[config.mk]
export PLATFORM = sky130hd
export DESIGN_NAME = program_counter
export DESIGN_NICKNAME = d
export VERILOG_FILES = /design/src/rtl/pc_pkg.sv /design/src/rtl/pc_pending_reg.sv /design/src/rtl/program_counter.sv
export SDC_FILE = /design/constraint.sdc
export NUM_CORES = 1
export LEC_CHECK = 0
export ABC_CLOCK_PERIOD_IN_PS = 6100
export BUFFER_PORTS_ARGS = -buffer_cell sky130_fd_sc_hd__buf_2
export CORE_UTILIZATION = 54
export CTS_CLUSTER_DIAMETER = 150
export CTS_CLUSTER_SIZE = 30
export DETAILED_ROUTE_END_ITERATION = 16
export PLACE_DENSITY = 0.94
export SLEW_MARGIN = 20
export SYNTH_ARGS = -nofsm -noshare
export SYNTH_HDL_FRONTEND = slang
export SYNTH_HIERARCHICAL = 1
export SYNTH_SLANG_ARGS = --single-unit
export TNS_END_PERCENT = 1
[constraint.sdc]
create_clock -name Clk -period 6.1 [get_ports Clk]
set_clock_uncertainty 0.2 [all_clocks]
set_input_delay 0.61 -clock Clk [delete_from_list [all_inputs] [get_ports Clk]]
set_output_delay 0.61 -clock Clk [all_outputs]
set_load 0.03 [all_outputs]
[src/rtl/pc_pkg.sv]
// Shared types and constants for the program-counter stage.
package pc_pkg;

  localparam int unsigned PC_W          = 32;
  localparam logic [31:0] PC_ALIGN_MASK = 32'hFFFF_FFFC;

  typedef enum logic [1:0] {
    BOOT = 2'd0,
    RUN  = 2'd1,
    HOLD = 2'd2
  } pc_state_e;

endpackage

[src/rtl/pc_pending_reg.sv]
// Holds one redirect target that arrived during a stall, until the stall releases.
module pc_pending_reg
  import pc_pkg::*;
(
  input  logic            clk,
  input  logic            rst,
  input  logic            capture,
  input  logic            clear,
  input  logic [PC_W-1:0] target_in,
  output logic [PC_W-1:0] target,
  output logic            valid
);

  always_ff @(posedge clk) begin
    if (rst) begin
      target <= '0;
      valid  <= 1'b0;
    end else if (capture) begin
      target <= target_in;
      valid  <= 1'b1;
    end else if (clear) begin
      target <= '0;
      valid  <= 1'b0;
    end
  end

endmodule

[src/rtl/program_counter.sv]
// Fetch-address register with stall/redirect handling and a buffered redirect.
// Optional macro BRANCH_DELAY_SLOT_EN: delay-slot mode, Flush tied low.
module program_counter
  import pc_pkg::*;
#(
  parameter logic [31:0] RESET_PC = 32'h0000_0000
) (
  input  logic            Clk,
  input  logic            Rst,
  input  logic [PC_W-1:0] PCPlus4,
  input  logic [PC_W-1:0] BranchTarget,
  input  logic [PC_W-1:0] JumpTarget,
  input  logic            BranchTaken,
  input  logic            Jump,
  input  logic            Stall,
  output logic [PC_W-1:0] PC,
  output logic            PCValid,
  output logic            Flush,
  output logic [PC_W-1:0] FetchCount
);

`ifdef BRANCH_DELAY_SLOT_EN
  localparam bit FLUSH_EN = 1'b0;
`else
  localparam bit FLUSH_EN = 1'b1;
`endif

  pc_state_e       state, state_next;
  logic [PC_W-1:0] pc_next;
  logic [PC_W-1:0] target;
  logic            redirect;
  logic            advance;
  logic            capture;
  logic            clear;
  logic            flush_req;
  logic [PC_W-1:0] pend_target;
  logic            pend_valid;

  pc_pending_reg u_pending (
    .clk       (Clk),
    .rst       (Rst),
    .capture   (capture),
    .clear     (clear),
    .target_in (target),
    .target    (pend_target),
    .valid     (pend_valid)
  );

  always_comb begin
    redirect   = Jump | BranchTaken;
    target     = (Jump ? JumpTarget : BranchTarget) & PC_ALIGN_MASK;
    state_next = state;
    pc_next    = PC;
    advance    = 1'b0;
    capture    = 1'b0;
    clear      = 1'b0;
    flush_req  = 1'b0;
    unique case (state)
      BOOT: state_next = RUN;
      RUN: begin
        if (!Stall) begin
          advance   = 1'b1;
          flush_req = redirect;
          pc_next   = redirect ? target : (PCPlus4 & PC_ALIGN_MASK);
        end else if (redirect) begin
          capture    = 1'b1;
          state_next = HOLD;
        end
      end
      HOLD: begin
        // Redirects seen here are younger, wrong-path requests; only the buffered one lands.
        if (!Stall) begin
          advance    = 1'b1;
          flush_req  = 1'b1;
          clear      = 1'b1;
          state_next = RUN;
          if (pend_valid) pc_next = pend_target;
        end
      end
      default: state_next = BOOT;
    endcase
    if (Rst) flush_req = 1'b0;
  end

  assign Flush = FLUSH_EN & flush_req;

  always_ff @(posedge Clk) begin
    if (Rst) begin
      state      <= BOOT;
      PC         <= RESET_PC;
      PCValid    <= 1'b0;
      FetchCount <= '0;
    end else begin
      state <= state_next;
      PC    <= pc_next;
      if (state == BOOT) PCValid <= 1'b1;
      if (advance) FetchCount <= FetchCount + 32'd1;
    end
  end

endmodule

# [After elaboration in Yosys (flattened, before gate mapping)]
# Cells that the tools add are included.
[word_totals] reg_bits=98 inputBits=101 wordCells=44
[op_classes] add_sub_neg=1 n_eq_ne=7 mux=23 n_bitwise=1 n_reduce_logical=6
[ops] cell="two-way mux 32 bit" n=7
[ops] cell="case mux 32 bit (2 select lines)" n=1
[ops] cell="adder 32 x 1 -> 32 bit, second input constant" n=1
[ops] cell="two-way mux 1 bit" n=10
[ops] cell="inequality test 2 bit, second input constant" n=4
[ops] cell="two-way mux 2 bit" n=3
[ops] cell="case mux 2 bit (3 select lines)" n=1
[ops] cell="AND reduction 4 bit" n=1
[ops] cell="nonzero test 2 bit" n=2
[ops] cell="AND reduction 3 bit" n=1
[ops] cell="equality test 2 x 1 -> 1 bit, second input constant" n=1
[ops] cell="equality test 2 bit, second input constant" n=1
[ops] cell="zero test 2 bit" n=1
[ops] cell="inequality test 2 x 1 -> 1 bit, second input constant" n=1
[ops] cell="case mux 1 bit (2 select lines)" n=1
[ops] cell="OR reduction 2 bit" n=1
[ops] cell="OR 1 bit" n=1

# [Depth between registers and ports, before layout]
[depth] depth_word=5 mapped_depth=9 ltp_nobuf=6

# [Cells and area by module]
# Netlist, hierarchy kept.
[modules_own_cells] mod="program_counter" n_inst=1 cells_per_inst=451 area_per_inst_um2=3938.8
[modules_own_cells] mod="pc_pending_reg" n_inst=1 cells_per_inst=148 area_per_inst_um2=1522.7

# [Worst setup path before layout]
# Ideal clock, no wire load.
[synth_timing] path_type="reg2out" startpoint="register state[0]" endpoint="output port Flush" arrival_ns=1.913 setup_slack_ns=3.377 path_stages_with_launch=7 path_buffers=2 path_cell_list="dfxtp_1 inv_1 ha_1 clkbuf_1 clkbuf_1 a21oi_1 nor3b_1"
[synth_between] elab_chain_cells=3 word_cells_on_any_way=4 classes_between="eq/ne: 2; mux: 2"
[synth_lines] element="start, declared" line_no="program_counter.sv:28" source="pc_state_e state, state_next;"
[synth_lines] element="start signal, assigned" line_no="program_counter.sv:94" source="state <= state_next;"
[synth_lines] element="equality test 2 bit or equality test 2 x 1 -> 1 bit (tied branches)" line_no="program_counter.sv:58" source="unique case (state)"
[synth_lines] element="case mux 1 bit (2 select lines) *" line_no="program_counter.sv:58"
[synth_lines] element="two-way mux 1 bit *" line_no="program_counter.sv:82" source="if (Rst) flush_req = 1'b0;"
[synth_lines] element="end, declared" line_no="program_counter.sv:18" source="output logic Flush,"
# Mark *: on every way between the ends. The rest lies on a longest branch, timed or not.

# [Worst setup path after layout]
[layout_timing] startpoint="input port Jump" endpoint="output port Flush"
[layout_between] elab_chain_cells=4
[layout_lines] element="start, declared" line_no="program_counter.sv:14" source="input logic Jump,"
[layout_lines] element="OR 1 bit" line_no="program_counter.sv:50" source="redirect = Jump | BranchTaken;"
[layout_lines] element="two-way mux 1 bit" line_no="program_counter.sv:61" source="if (!Stall) begin"
[layout_lines] element="case mux 1 bit (2 select lines)" line_no="program_counter.sv:58"
[layout_lines] element="two-way mux 1 bit" line_no="program_counter.sv:82"
# No other way between the ends.

==> results by group <==
Power
  – Final Total Pwr: 1.91 mW
  – Pleak: between 2 and 3 nW
  – P per Cell Area: roughly 300 nW/um2
  – Maximum vdd drop: approximately 0.00016 V

Timing
  – Setup total negative slack: 0 ns
  – Clock period minus worst slack: 3.28 ns
  – Worst-Margin Slew: roughly 0.99 ns
  – Max Clk Rate: 305 MHz
  – # setup viols final: 0
  – Final hold violations: 0
  – Slew Viols, Final: 0
  – RSZ-0062 raised after global routing: false
  – Hold Slack: 0.256 ns
  – Worst slew margin: 34.1%
  – Ratio of final minimum period to clock period: 53.8%

Clock network
  – H-tree levels: 3
  – CTS tree: yes
  – Root Buffer: clkbuf_8
  – Clock Latency Late Sink: 0.35 ns
  – Total CTS buffers: 9
  – Clk pin slew, worst setup/hold paths: 0.09 ns
  – Clock buffer depth: 2
  – Post-cts resize count: 0
  – Hold Buf Count CTS: 0
  – Postcts setup bufs: 0
  – CTS sink cnt: 100

Critical path
  – Critical Path RT: about 5.3 ns
  – CP peak stage delay: 0.55 ns
  – Slowest cell on the critical path: buf_2
  – Startpoint types: input pin
  – CP Capture Type: output pin
  – Cells along the critical path: buf_2 > or2_2 > buf_4 > a21oi_1 > nor3b_1 > buf_2
  – Family with the most delay on the worst path: buffers and inverters
  – CP max FO: 32
  – Worst EP arrival: 2.47 ns
  – Critical path's most frequent cell: buf_2
  – Critical path type: in -> out
  – Buf+Inv Stages, Crit Path: 3

Yosys
  – Yosys top cell by area: dfxtp_1
  – Post-Syn Area: 5460 um2
  – Synth top area share: roughly 37%
  – Mapped Avg Cell Area: 9.12 um2
  – Distinct cell type count after synthesis: 48
  – Yosys warns: 6
  – #FFs+latches synth: 100
  – Synth Instances: 599
  – Sequential fraction of the synthesis area: 36.7%
  – Dominant cells by area after synthesis: dfxtp_1 37%, o32ai_2 8.9%, mux2_2 7.0%

Die
  – Die Area: 10,500 um2
  – Die Width: 103 um
  – CORE AREA: 9770 um2
  – Die height: 103 um
  – I/O pin cnt: roughly 170
  – Site Rows: 36
  – Initial Util: 55.9%

Cells and area
  – Nets: roughly 830
  – Non-filler cells, final: between 800 and 900
  – Filler instances: 809
  – Ant. Diodes: 0
  – Most frequent cells in the layout: 159 x buf_2, 100 x dfxtp_1, 51 x nor2_1, 50 x a21oi_1, 42 x nand2_1
  – Share of layout cells above drive strength 1: 39.5%
  – Layout area overhead: 17.8%
  – Commonest non-fill, non-tap cell in the layout: buf_2

Detailed routing
  – DR vias: 4,954
  – DRC violations left: 0
  – Drt wl/cell: 15.9 um
  – Initial DRC Count: 204
  – Total wire length: around 14,000 um
  – Routed Antenna Nets: 0
  – Vias per inst: 5.74
  – DR pass1 iterations: 4

Outcome
  – Status: complete, no violations

Place
  – Hpwl dp: 9640 um
  – Routability cong.: between 0.8 and 0.9
  – Placed Cells: about 850
  – Input/output buffers: 160

Worst hold path
  – Min-delay worst type: reg -> reg

Run
  – Maxcap violations: 0

Global route
  – First-pass GRT wire length: 21,900 um
  – Largest net degree at the start of global routing: 68
  – Initial antenna violation count: 1
  – Vias in the first global route: between 4k and 5k
  – Total track usage: 26.1%
  – GRT overflow: 0
## path summary, 6_finish.rpt
check,slack (ns),endpoint,depth (start not counted),start
min,0.26,PC[0],2,PC[0]
min reg2reg,0.26,PC[0],2,PC[0]
max reg2reg,3.36,PC[17],7,state[0]
max,2.82,Flush,6,Jump
## registers in the layout, summed over array words and instances (netlist names)
signal            flops
FetchCount           32
PC                   32
PCValid               1
state                 2
u_pending/target     32
u_pending/valid       1
## cells in the mapped netlist (all sizes together)
library cell,count
a211oi,31
a21oi,50
a22oi,1
and2,2
and2b,1
and3,6
and3b,1
and4,8
and4b,1
buf,24
clkbuf,25
conb,1
dfxtp,100
dlygate4sd3,1
ha,5
inv,36
mux2,34
mux2i,33
nand2,42
nand2b,1
nand3,12
nand3b,1
nand4,13
nor2,52
nor2b,5
nor3,3
nor3b,1
o21ai,5
o31ai,11
o32ai,31
or2,33
or3,4
or3b,1
or4,12
xnor2,3
xor2,9
## worst register-to-register path, cell delays in order, from the launching register on
cell and delay [ns]:
dfxtp_1 0.35, inv_1 0.13, ha_4 0.57, mux2i_1 0.21, nor2_2 0.50, buf_4 0.37, nor2_1 0.09, a211oi_1 0.23
## kinds of logic after synthesis
logic type	Yosys count	share of synthesized area (%)
mux	67	13.1
buf+inv	86	7.38
other cells	1	0.0687
simple gates	199	19.7
compound gates	129	20.0
xor+xnor	12	1.92
fa+ha+maj	5	1.15
flops	100	36.7
## metrics by stage
stage | setup slack (ns) | area [um2] | utilization [%]
after floorplan | 3.38 | 5470 | -
after global placement | 2.84 | 6200 | 63.5
after detailed placement | 2.81 | 6200 | 63.5
after CTS | 2.80 | 6420 | 65.7
after global routing | 2.62 | 6430 | 65.8
final | 2.82 | 6430 | 65.8
## report_power, final
group          internal, mW  switching (mW)
sequential            0.737          0.0527
clock                 0.234           0.236
combinational         0.236           0.414
total                  1.21           0.702
## routing by layer
layer,GRT usage [%],share of wire [%],up-vias
met1,30.8,42,2348
met4,9.45,1.6,2
met3,4.61,6.1,33
met5,0,0.095,-
met2,47.4,50,194
li1,-,-,2377
## layout make-up
type	count	area [um2]	area share [%]
repair buffers	164	833	13.0
multi-input cells	414	3080	47.8
well taps	133	166	2.59
clock buffers	9	124	1.93
clock inverters	7	96.3	1.50
inverters	36	135	2.10
flip-flops and latches	100	2000	31.1
No activity file was read; power rests on OpenSTA's default activity.
